`config.mk`:
```
export PLATFORM = sky130hd
export DESIGN_NAME = bus_arbiter
export DESIGN_NICKNAME = d
export VERILOG_FILES = /design/src/rtl/bus_arbiter.sv
export SDC_FILE = /design/constraint.sdc
export NUM_CORES = 1
export LEC_CHECK = 0
export BUFFER_PORTS_ARGS = -buffer_cell sky130_fd_sc_hd__buf_2
export CAP_MARGIN = 40
export CORE_MARGIN = 4
export CORE_UTILIZATION = 51
export CTS_CLUSTER_SIZE = 14
export DETAILED_ROUTE_END_ITERATION = 6
export GPL_TIMING_DRIVEN = 0
export PLACE_DENSITY_LB_ADDON = 0.1
export SLEW_MARGIN = 30
export SYNTH_ARGS = -nofsm -noshare
export SYNTH_HDL_FRONTEND = slang
export SYNTH_SLANG_ARGS = --single-unit
```
`constraint.sdc`:
```
create_clock -name i_clock -period 3.6 [get_ports i_clock]
set_clock_uncertainty 0.2 [all_clocks]
set_input_delay 0.54 -clock i_clock [delete_from_list [all_inputs] [get_ports i_clock]]
set_output_delay 0.54 -clock i_clock [all_outputs]
set_load 0.1 [all_outputs]
```
`src/rtl/bus_arbiter.sv`:
```
// Purpose: round-robin sequencer for src->dst moves between bus registers on a shared bus.
// Latency: valid seen in IDLE -> o_req_ready 1 cycle later -> enables 2 cycles later.
// Backpressure: one transfer in flight; requests are ignored outside IDLE and held by requesters until ready.
// Option: define BUS_ARBITER_TURNAROUND_EN to add one bus-release (TURN) cycle after each DRIVE.
module bus_arbiter #(
  parameter int c_regs      = 4,
  parameter int c_reqs      = 2,
  parameter int c_sel_width = 2
) (
  input  logic                            i_clock,
  input  logic                            i_reset,
  input  logic [c_reqs-1:0]               i_req_valid,
  input  logic [c_reqs*c_sel_width-1:0]   i_req_src,
  input  logic [c_reqs*c_sel_width-1:0]   i_req_dst,
  output logic [c_reqs-1:0]               o_req_ready,
  output logic [c_regs-1:0]               o_enable_out,
  output logic [c_regs-1:0]               o_enable_in,
  output logic                            o_busy
);

  localparam int c_ptr_width = (c_reqs > 1) ? $clog2(c_reqs) : 1;

  typedef logic [c_ptr_width-1:0] ptr_t;
  typedef logic [c_sel_width-1:0] sel_t;

`ifdef BUS_ARBITER_TURNAROUND_EN
  typedef enum logic [1:0] {IDLE, GRANT, DRIVE, TURN} state_t;
`else
  typedef enum logic [1:0] {IDLE, GRANT, DRIVE} state_t;
`endif

  state_t state, state_nxt;

  ptr_t ptr;          // round-robin pointer: first requester to consider
  ptr_t ptr_nxt;
  ptr_t winner;       // arbitration result from current inputs
  ptr_t winner_q;     // requester being served
  sel_t win_src, win_dst;
  sel_t src_q, dst_q;
  logic any_valid;

  logic [c_reqs-1:0] ready_nxt;
  logic [c_regs-1:0] enable_out_nxt, enable_in_nxt;
  logic              busy_nxt;
  logic              src_ok, dst_ok, distinct;

  // Round-robin pick: lowest valid index at/after ptr, else lowest valid index below ptr.
  always_comb begin
    any_valid = 1'b0;
    winner    = '0;
    win_src   = '0;
    win_dst   = '0;
    for (int r = c_reqs - 1; r >= 0; r--) begin
      if (i_req_valid[r] && (r < int'(ptr))) begin
        any_valid = 1'b1;
        winner    = ptr_t'(r);
        win_src   = i_req_src[r*c_sel_width +: c_sel_width];
        win_dst   = i_req_dst[r*c_sel_width +: c_sel_width];
      end
    end
    for (int r = c_reqs - 1; r >= 0; r--) begin
      if (i_req_valid[r] && (r >= int'(ptr))) begin
        any_valid = 1'b1;
        winner    = ptr_t'(r);
        win_src   = i_req_src[r*c_sel_width +: c_sel_width];
        win_dst   = i_req_dst[r*c_sel_width +: c_sel_width];
      end
    end
  end

  // Pointer advances to the requester after the one being granted, wrapping at c_reqs.
  always_comb begin
    if (int'(winner_q) >= c_reqs - 1) ptr_nxt = '0;
    else                              ptr_nxt = winner_q + ptr_t'(1);
  end

  // State register.
  always_ff @(posedge i_clock) begin
    if (i_reset) state <= IDLE;
    else         state <= state_nxt;
  end

  // Next-state logic: IDLE -> GRANT -> DRIVE -> (TURN ->) IDLE.
  always_comb begin
    state_nxt = state;
    case (state)
      IDLE:    if (any_valid) state_nxt = GRANT;
      GRANT:   state_nxt = DRIVE;
`ifdef BUS_ARBITER_TURNAROUND_EN
      DRIVE:   state_nxt = TURN;
      TURN:    state_nxt = IDLE;
`else
      DRIVE:   state_nxt = IDLE;
`endif
      default: state_nxt = IDLE;
    endcase
  end

  // Latch the winning request on leaving IDLE; move the pointer during GRANT.
  always_ff @(posedge i_clock) begin
    if (i_reset) begin
      ptr      <= '0;
      winner_q <= '0;
      src_q    <= '0;
      dst_q    <= '0;
    end else begin
      if (state == IDLE && any_valid) begin
        winner_q <= winner;
        src_q    <= win_src;
        dst_q    <= win_dst;
      end
      if (state == GRANT) ptr <= ptr_nxt;
    end
  end

  // Output decode for the upcoming state; a bad or equal index keeps the enables quiet,
  // and an unusable source also blocks the load so nobody captures a floating bus.
  always_comb begin
    ready_nxt      = '0;
    enable_out_nxt = '0;
    enable_in_nxt  = '0;
    busy_nxt       = (state_nxt != IDLE);
    src_ok         = int'(src_q) < c_regs;
    dst_ok         = int'(dst_q) < c_regs;
    distinct       = (src_q != dst_q);
    for (int r = 0; r < c_reqs; r++) begin
      if (state_nxt == GRANT && int'(winner) == r) ready_nxt[r] = 1'b1;
    end
    for (int r = 0; r < c_regs; r++) begin
      if (state_nxt == DRIVE && src_ok && distinct && int'(src_q) == r)
        enable_out_nxt[r] = 1'b1;
      if (state_nxt == DRIVE && src_ok && dst_ok && distinct && int'(dst_q) == r)
        enable_in_nxt[r] = 1'b1;
    end
  end

  // Output register: nothing combinational reaches the ports.
  always_ff @(posedge i_clock) begin
    if (i_reset) begin
      o_req_ready  <= '0;
      o_enable_out <= '0;
      o_enable_in  <= '0;
      o_busy       <= 1'b0;
    end else begin
      o_req_ready  <= ready_nxt;
      o_enable_out <= enable_out_nxt;
      o_enable_in  <= enable_in_nxt;
      o_busy       <= busy_nxt;
    end
  end

endmodule

```
==> results of run 1 <==
-- worst min path at each step --
stage                           from                         end  depth (start not counted)
2_1_floorplan  src_q[1]$_SDFFE_PP0P_  o_enable_out[3]$_SDFF_PP0_                          2
3_3_place_gp   src_q[1]$_SDFFE_PP0P_  o_enable_out[2]$_SDFF_PP0_                          2
5_1_grt               i_req_valid[1]   o_req_ready[1]$_SDFF_PP0_                          3
6_report       src_q[1]$_SDFFE_PP0P_  o_enable_out[3]$_SDFF_PP0_                          2
4_1_cts        src_q[1]$_SDFFE_PP0P_  o_enable_out[2]$_SDFF_PP0_                          2
3_5_place_dp   src_q[1]$_SDFFE_PP0P_  o_enable_out[3]$_SDFF_PP0_                          2
-- power groups by stage --
stage / clock network [mW] / registers (mW) / logic [mW]
6_report: 0.103 / 0.234 / 0.0927
3_3_place_gp: 0 / 0.239 / 0.0920
4_1_cts: 0.108 / 0.234 / 0.0939
2_1_floorplan: 0 / 0.269 / 0.0435
5_1_grt: 0.119 / 0.237 / 0.100
3_5_place_dp: 0 / 0.239 / 0.0934
-- layout make-up --
cell class / count / area share
Timing Repair Buffer: 22 / 0.126
Inverter: 2 / 0.00857
Multi-Input combinational cell: 47 / 0.357
Buffer: 3 / 0.0229
Sequential cell: 19 / 0.434
Tap cell: 15 / 0.0214
Clock buffer: 4 / 0.0300
-- registers in the layout, indices dropped and copies added (netlist names) --
signal	flops
o_req_ready	2
ptr	1
state	2
o_busy	1
winner_q	1
o_enable_out	4
src_q	2
o_enable_in	4
dst_q	2
-- routing by layer --
metal / vias to the layer above / share of wire / global-route usage
met4: 0 / 0.032 / 0.105
met1: 230 / 0.46 / 0.165
met5: - / 0 / 0
li1: 304 / - / -
met2: 22 / 0.43 / 0.198
met3: 5 / 0.078 / 0.0356
-- kinds of logic after synthesis --
| logic type | share of synthesized area |
|---|---|
| flops | 0.528 |
| buf+inv | 0.0382 |
| compound gates | 0.205 |
| simple gates | 0.229 |
-- placed cells by master, fill, tap and decap left out, drive strengths merged --
cell type / netlist / layout
or2: 2 / 2
nand2: 4 / 4
nand2b: 3 / 3
buf: 2 / 24
clkbuf: 1 / 5
a21boi: 1 / 1
and2: 1 / 1
dfxtp: 19 / 19
and3b: 1 / 1
nor2b: 2 / 2
nor4: 2 / 2
o21ai: 2 / 2
a21oi: 7 / 7
nand3: 1 / 1
nor3b: 3 / 3
nor3: 2 / 2
a211oi: 4 / 4
a21bo: 1 / 1
a32oi: 4 / 4
nor2: 7 / 7
inv: 2 / 2
-- through the flow --
step / hold WS [ns] / cell area (um2) / setup WS [ns] / utilization
global route: 0.353 / 876 / 1.78 / 0.665
finish: 0.328 / 876 / 1.84 / 0.665
CTS: 0.328 / 876 / 1.83 / 0.665
floorplan: 0.267 / 721 / 1.95 / -
detailed placement: 0.311 / 850 / 1.93 / 0.645
global placement: 0.301 / 850 / 1.94 / 0.645
==> out/metrics.yaml, run 1 <==
status: "finished, final reports clean"
nNetsFinal: 110
yosys-top-cells-count: "dfxtp_1 (19), a21oi_1 (7), nor2_1 (7)"
async_flop_share: 0
ys_ff_latch: 19
cts_buffers: 3
hpwlAfterDp_um: 906
routabilityCongestion: 0.741
multi_input_area_um2: 313
synth_top_area_cell: "dfxtp_1"
crit_path_start: "o_enable_out[3]$_SDFF_PP0_"
critPathBufInv: 1
totalNegativeSetupSlack_ns: 0
drv_slew: 0
grt_pass1_wl_um: 1970
drc_errors: 0
synthFlopType: "dfxtp_1"
yosysSeqAreaShare: 0.528
synth_nets: 83
post_cts_resized: 0
worstReg2RegStart: "state[0]$_SDFF_PP0_"
antenna_cells: 0
cp_top_family: "buffers and inverters"
die_area_mm2: 0.00208
p_total_mw: 0.429
hold_path_class: "reg -> reg"
max_cap_viol_count: 0
p_clk_frac: 0.239
postCtsSetupBuffers: 0
grt_pass1_vias: 480
seq_area_um2: 380
ir_worst_vdd_mv: 0.265
crit_path_end: "o_enable_out[3]"
die_h_um: 45.6
crit_chain: "buf_2"
initial_utilization: 0.547
pin_count: 23
crit_cells: 1
yosysMostFrequentCell: "dfxtp_1"
ys_warn_count: 0
p_leak_nw: 0.379
avgViaCountPerCell: 5.01
crit_type: "reg -> out"
core-area_mm2: 0.00132
fin_cells: 112
synth_edf_count: 0
switching_share: 0.312
num_rows: 13
clkSlewWorstSetupHoldPaths_ns: 0.10
routed-via-count: 561
fill_cells: 113
seqPwrFrac: 0.545
syn_avg_cell_area_um2: 10.2
synth_cell_types: 22
setup_viol_count_final: 0
powerDensity_mw_per_mm2: 490
wl_um: 1190
grt_use_total: 0.135
worstSkewPairLatency_ns: 0.29
cts_hold_buf: 0
yosys.area.top_type_share: 0.528
placedCellCount: 108
relSlewSlack: 0.630
r2r-end: "src_q[1]$_SDFFE_PP0P_"
hold_viol_final: 0
ant_nets: 0
p_int_mw: 0.295
period_share: 0.488
cts.sinks: 19
crit_fanout: 1
worstPathArrival_ns: 1.02
portBuffers: 22
synth_area_um2: 721
synthCells: 71
slowest_delay_ns: 0.41
rsz0062_at_grt: "false"
cp-end-kind: "output port"
first_iter_violations: 6
synth.area.top_cells: "dfxtp_1 (53%), a211oi_2 (6.9%), a21oi_1 (4.9%)"
r2r_slack_ns: 2.15
clock_path_buffers: 2
p_sw_mw: 0.134
cp_slowest_cell: "buf_2"
grt_max_degree: 11
worstMarginPinSlew_ns: 0.552
overflow: 0
area_growth_syn_to_layout_pct: 21.5
layout-drive-gt1-share: 0.351
die-width_um: 45.6
cts_tree: "built"
fmax_mhz: 569
worstPathRequired_ns: 2.86
ff2ff_path_depth: 3
h-tree-depth: 1
p_comb_frac: 0.216
finalCriticalPeriod_ns: 1.76
startpoint_type: "register"
antenna_found_initial: 0
wire_per_inst_um: 10.6
root_buffer: "clkbuf_4"
first_pass_iters: 4
(Power assumes the default switching activity.)
==> run 2: changes to the inputs <==
- ABC_AREA: unset -> 1
- CORE_UTILIZATION: 51 -> 48
- clock period: 3.6 -> 1.7 ns (I/O delays scaled with it)
==> run 2 against run 1 <==
- critical path depth stayed put
- combinational power grew to 2.7 times the previous value
- core utilization shrank 3.7 points
- die area up 15%
- wire length is 13% higher
- register-to-register slack lost 1.6 ns
- critical path type unchanged
- critical endpoint is now o_enable_out[2]
- largest cell class unchanged
- highest routed layer unchanged
==> out/metrics.yaml, run 2 <==
rsz0062_at_grt: "false"
worstMarginPinSlew_ns: 0.490
layout_commonest_cell: "nand2_1"
pin_count: 23
drv_slew: 0
critPathBufInv: 1
routabilityCongestion: 0.767
max_cap_viol_count: 0
hold_depth: 5
totalNegativeSetupSlack_ns: 0
hpwlAfterDp_um: 1070
p_leak_nw: 0.520
fmax_mhz: 669
core-area_mm2: 0.00154
die_h_um: 48.8
ir_worst_vdd_mv: 0.539
use_met3: 0.0428
synth_cell_types: 17
clock_path_buffers: 2
synthFlopType: "dfxtp_1"
root_buffer: "clkbuf_4"
grt_max_degree: 12
nNetsFinal: 146
dpl-instance-area_um2: 930
worstReg2RegStart: "state[0]$_SDFF_PP0_"
synth_nets: 118
postCtsSetupBuffers: 0
crit_fanout: 1
cp_slowest_cell: "buf_2"
cts_buffers: 3
cp-end-kind: "output port"
synth.area.top_cells: "dfxtp_1 (48%), nand2_1 (16%), inv_1 (7.5%)"
portBuffers: 22
worstPathRequired_ns: 1.24
first_iter_violations: 6
grt_use_total: 0.124
ys_warn_count: 0
first_pass_iters: 2
cts_tree: "built"
layout.cells.most_common_list: "nand2_1 (34), buf_2 (22), dfxtp_1 (19)"
die_area_mm2: 0.00238
routed-via-count: 662
synthCells: 106
worstPathArrival_ns: 1.04
slowest_delay_ns: 0.42
wl_um: 1350
crit_cells: 1
holdWs_ns: 0.0728
h-tree-depth: 1
grt_pass1_wl_um: 2400
crit_type: "reg -> out"
drc_errors: 0
num_rows: 14
crit_path_start: "o_enable_out[2]$_SDFF_PP0_"
relSlewSlack: 0.676
antenna_found_initial: 0
status: "finished, final reports clean"
period_share: 0.880
synth_area_um2: 800
async_flop_share: 0
synth_edf_count: 0
yosysSeqAreaShare: 0.476
cts.sinks: 19
yosys-top-cells-count: "nand2_1 (34), dfxtp_1 (19), inv_1 (16)"
avgViaCountPerCell: 4.44
die-width_um: 48.8
min_from: "i_req_dst[1]"
crit_chain: "buf_2"
synth_top_area_cell: "dfxtp_1"
use_met1: 0.158
globalRouteMet2Util: 0.193
hold_path_class: "in -> reg"
layout-drive-gt1-share: 0.308
ant_nets: 0
ys_ff_latch: 19
cp_top_family: "buffers and inverters"
area_growth_syn_to_layout_pct: 21.0
worstSkewPairLatency_ns: 0.29
antenna_cells: 0
wire_per_inst_um: 9.05
final_cell_area_um2: 967
top_usage_layer: "met2"
yosys.area.top_type_share: 0.476
syn_avg_cell_area_um2: 7.54
hold_viol_final: 0
setup_viol_count_final: 0
clkSlewWorstSetupHoldPaths_ns: 0.10
reg_top3: "o_enable_in x4, o_enable_out x4"
yosysMostFrequentCell: "nand2_1"
powerDensity_mw_per_mm2: 1010
startpoint_type: "register"
overflow: 0
initial_utilization: 0.519
ff2ff_path_depth: 4
finalCriticalPeriod_ns: 1.50
grt_pass1_vias: 568
## run 2: final cells by class
type | count | area, um2
multi-input combinational | 68 | 343
timing repair buffer | 23 | 120
clock inverter | 1 | 5.00
inverter | 19 | 76.3
fill | 144 | 574
tap | 16 | 20.0
sequential | 19 | 380
clock buffer | 3 | 22.5
## run 2: final timing paths
check	slack [ns]	end
max	0.20	o_enable_out[2]
max reg2reg	0.54	o_enable_out[3]$_SDFF_PP0_
min reg2reg	0.24	ptr$_SDFFE_PP0P_
min	0.07	dst_q[1]$_SDFFE_PP0P_
## run 2: per-stage QoR
stage               worst slack [ns]  power [mW]  utilization  cells
finish                         0.204       0.975        0.627    149
global placement               0.506       0.764        0.603    144
global route                   0.150        1.04        0.627    149
floorplan                      0.336       0.718            -    106
CTS                            0.188       0.985        0.627    149
detailed placement             0.506       0.768        0.603    144
## run 2: repair_timing
item	4_1_cts	5_1_grt
hold endpoints to repair	1	0
resized for setup	0	0
hold buffers	1	0
## run 2: metal layers
layer	routed length, um	vias up
li1	-	369
met1	646	271
met2	583	20
met3	106	2
met4	12	0
met5	0	-
## run 2: kinds of logic (layout without fill, tap and decap cells)
| group | after synthesis | count (layout) | share of synthesized area |
|---|---|---|---|
| buffers and inverters | 19 | 46 | 0.0955 |
| AO/OA/AOI/OAI | 8 | 8 | 0.0735 |
| flip-flops | 19 | 19 | 0.476 |
| XOR/XNOR | 2 | 2 | 0.0219 |
| AND/OR/NAND/NOR | 58 | 58 | 0.333 |
## run 2: report_power, final
group	switching [mW]	leakage [nW]	internal [mW]
Sequential	0.0277	0.156	0.477
Clock	0.129	0.0177	0.0874
Combinational	0.180	0.346	0.0724
Total	0.337	0.520	0.637
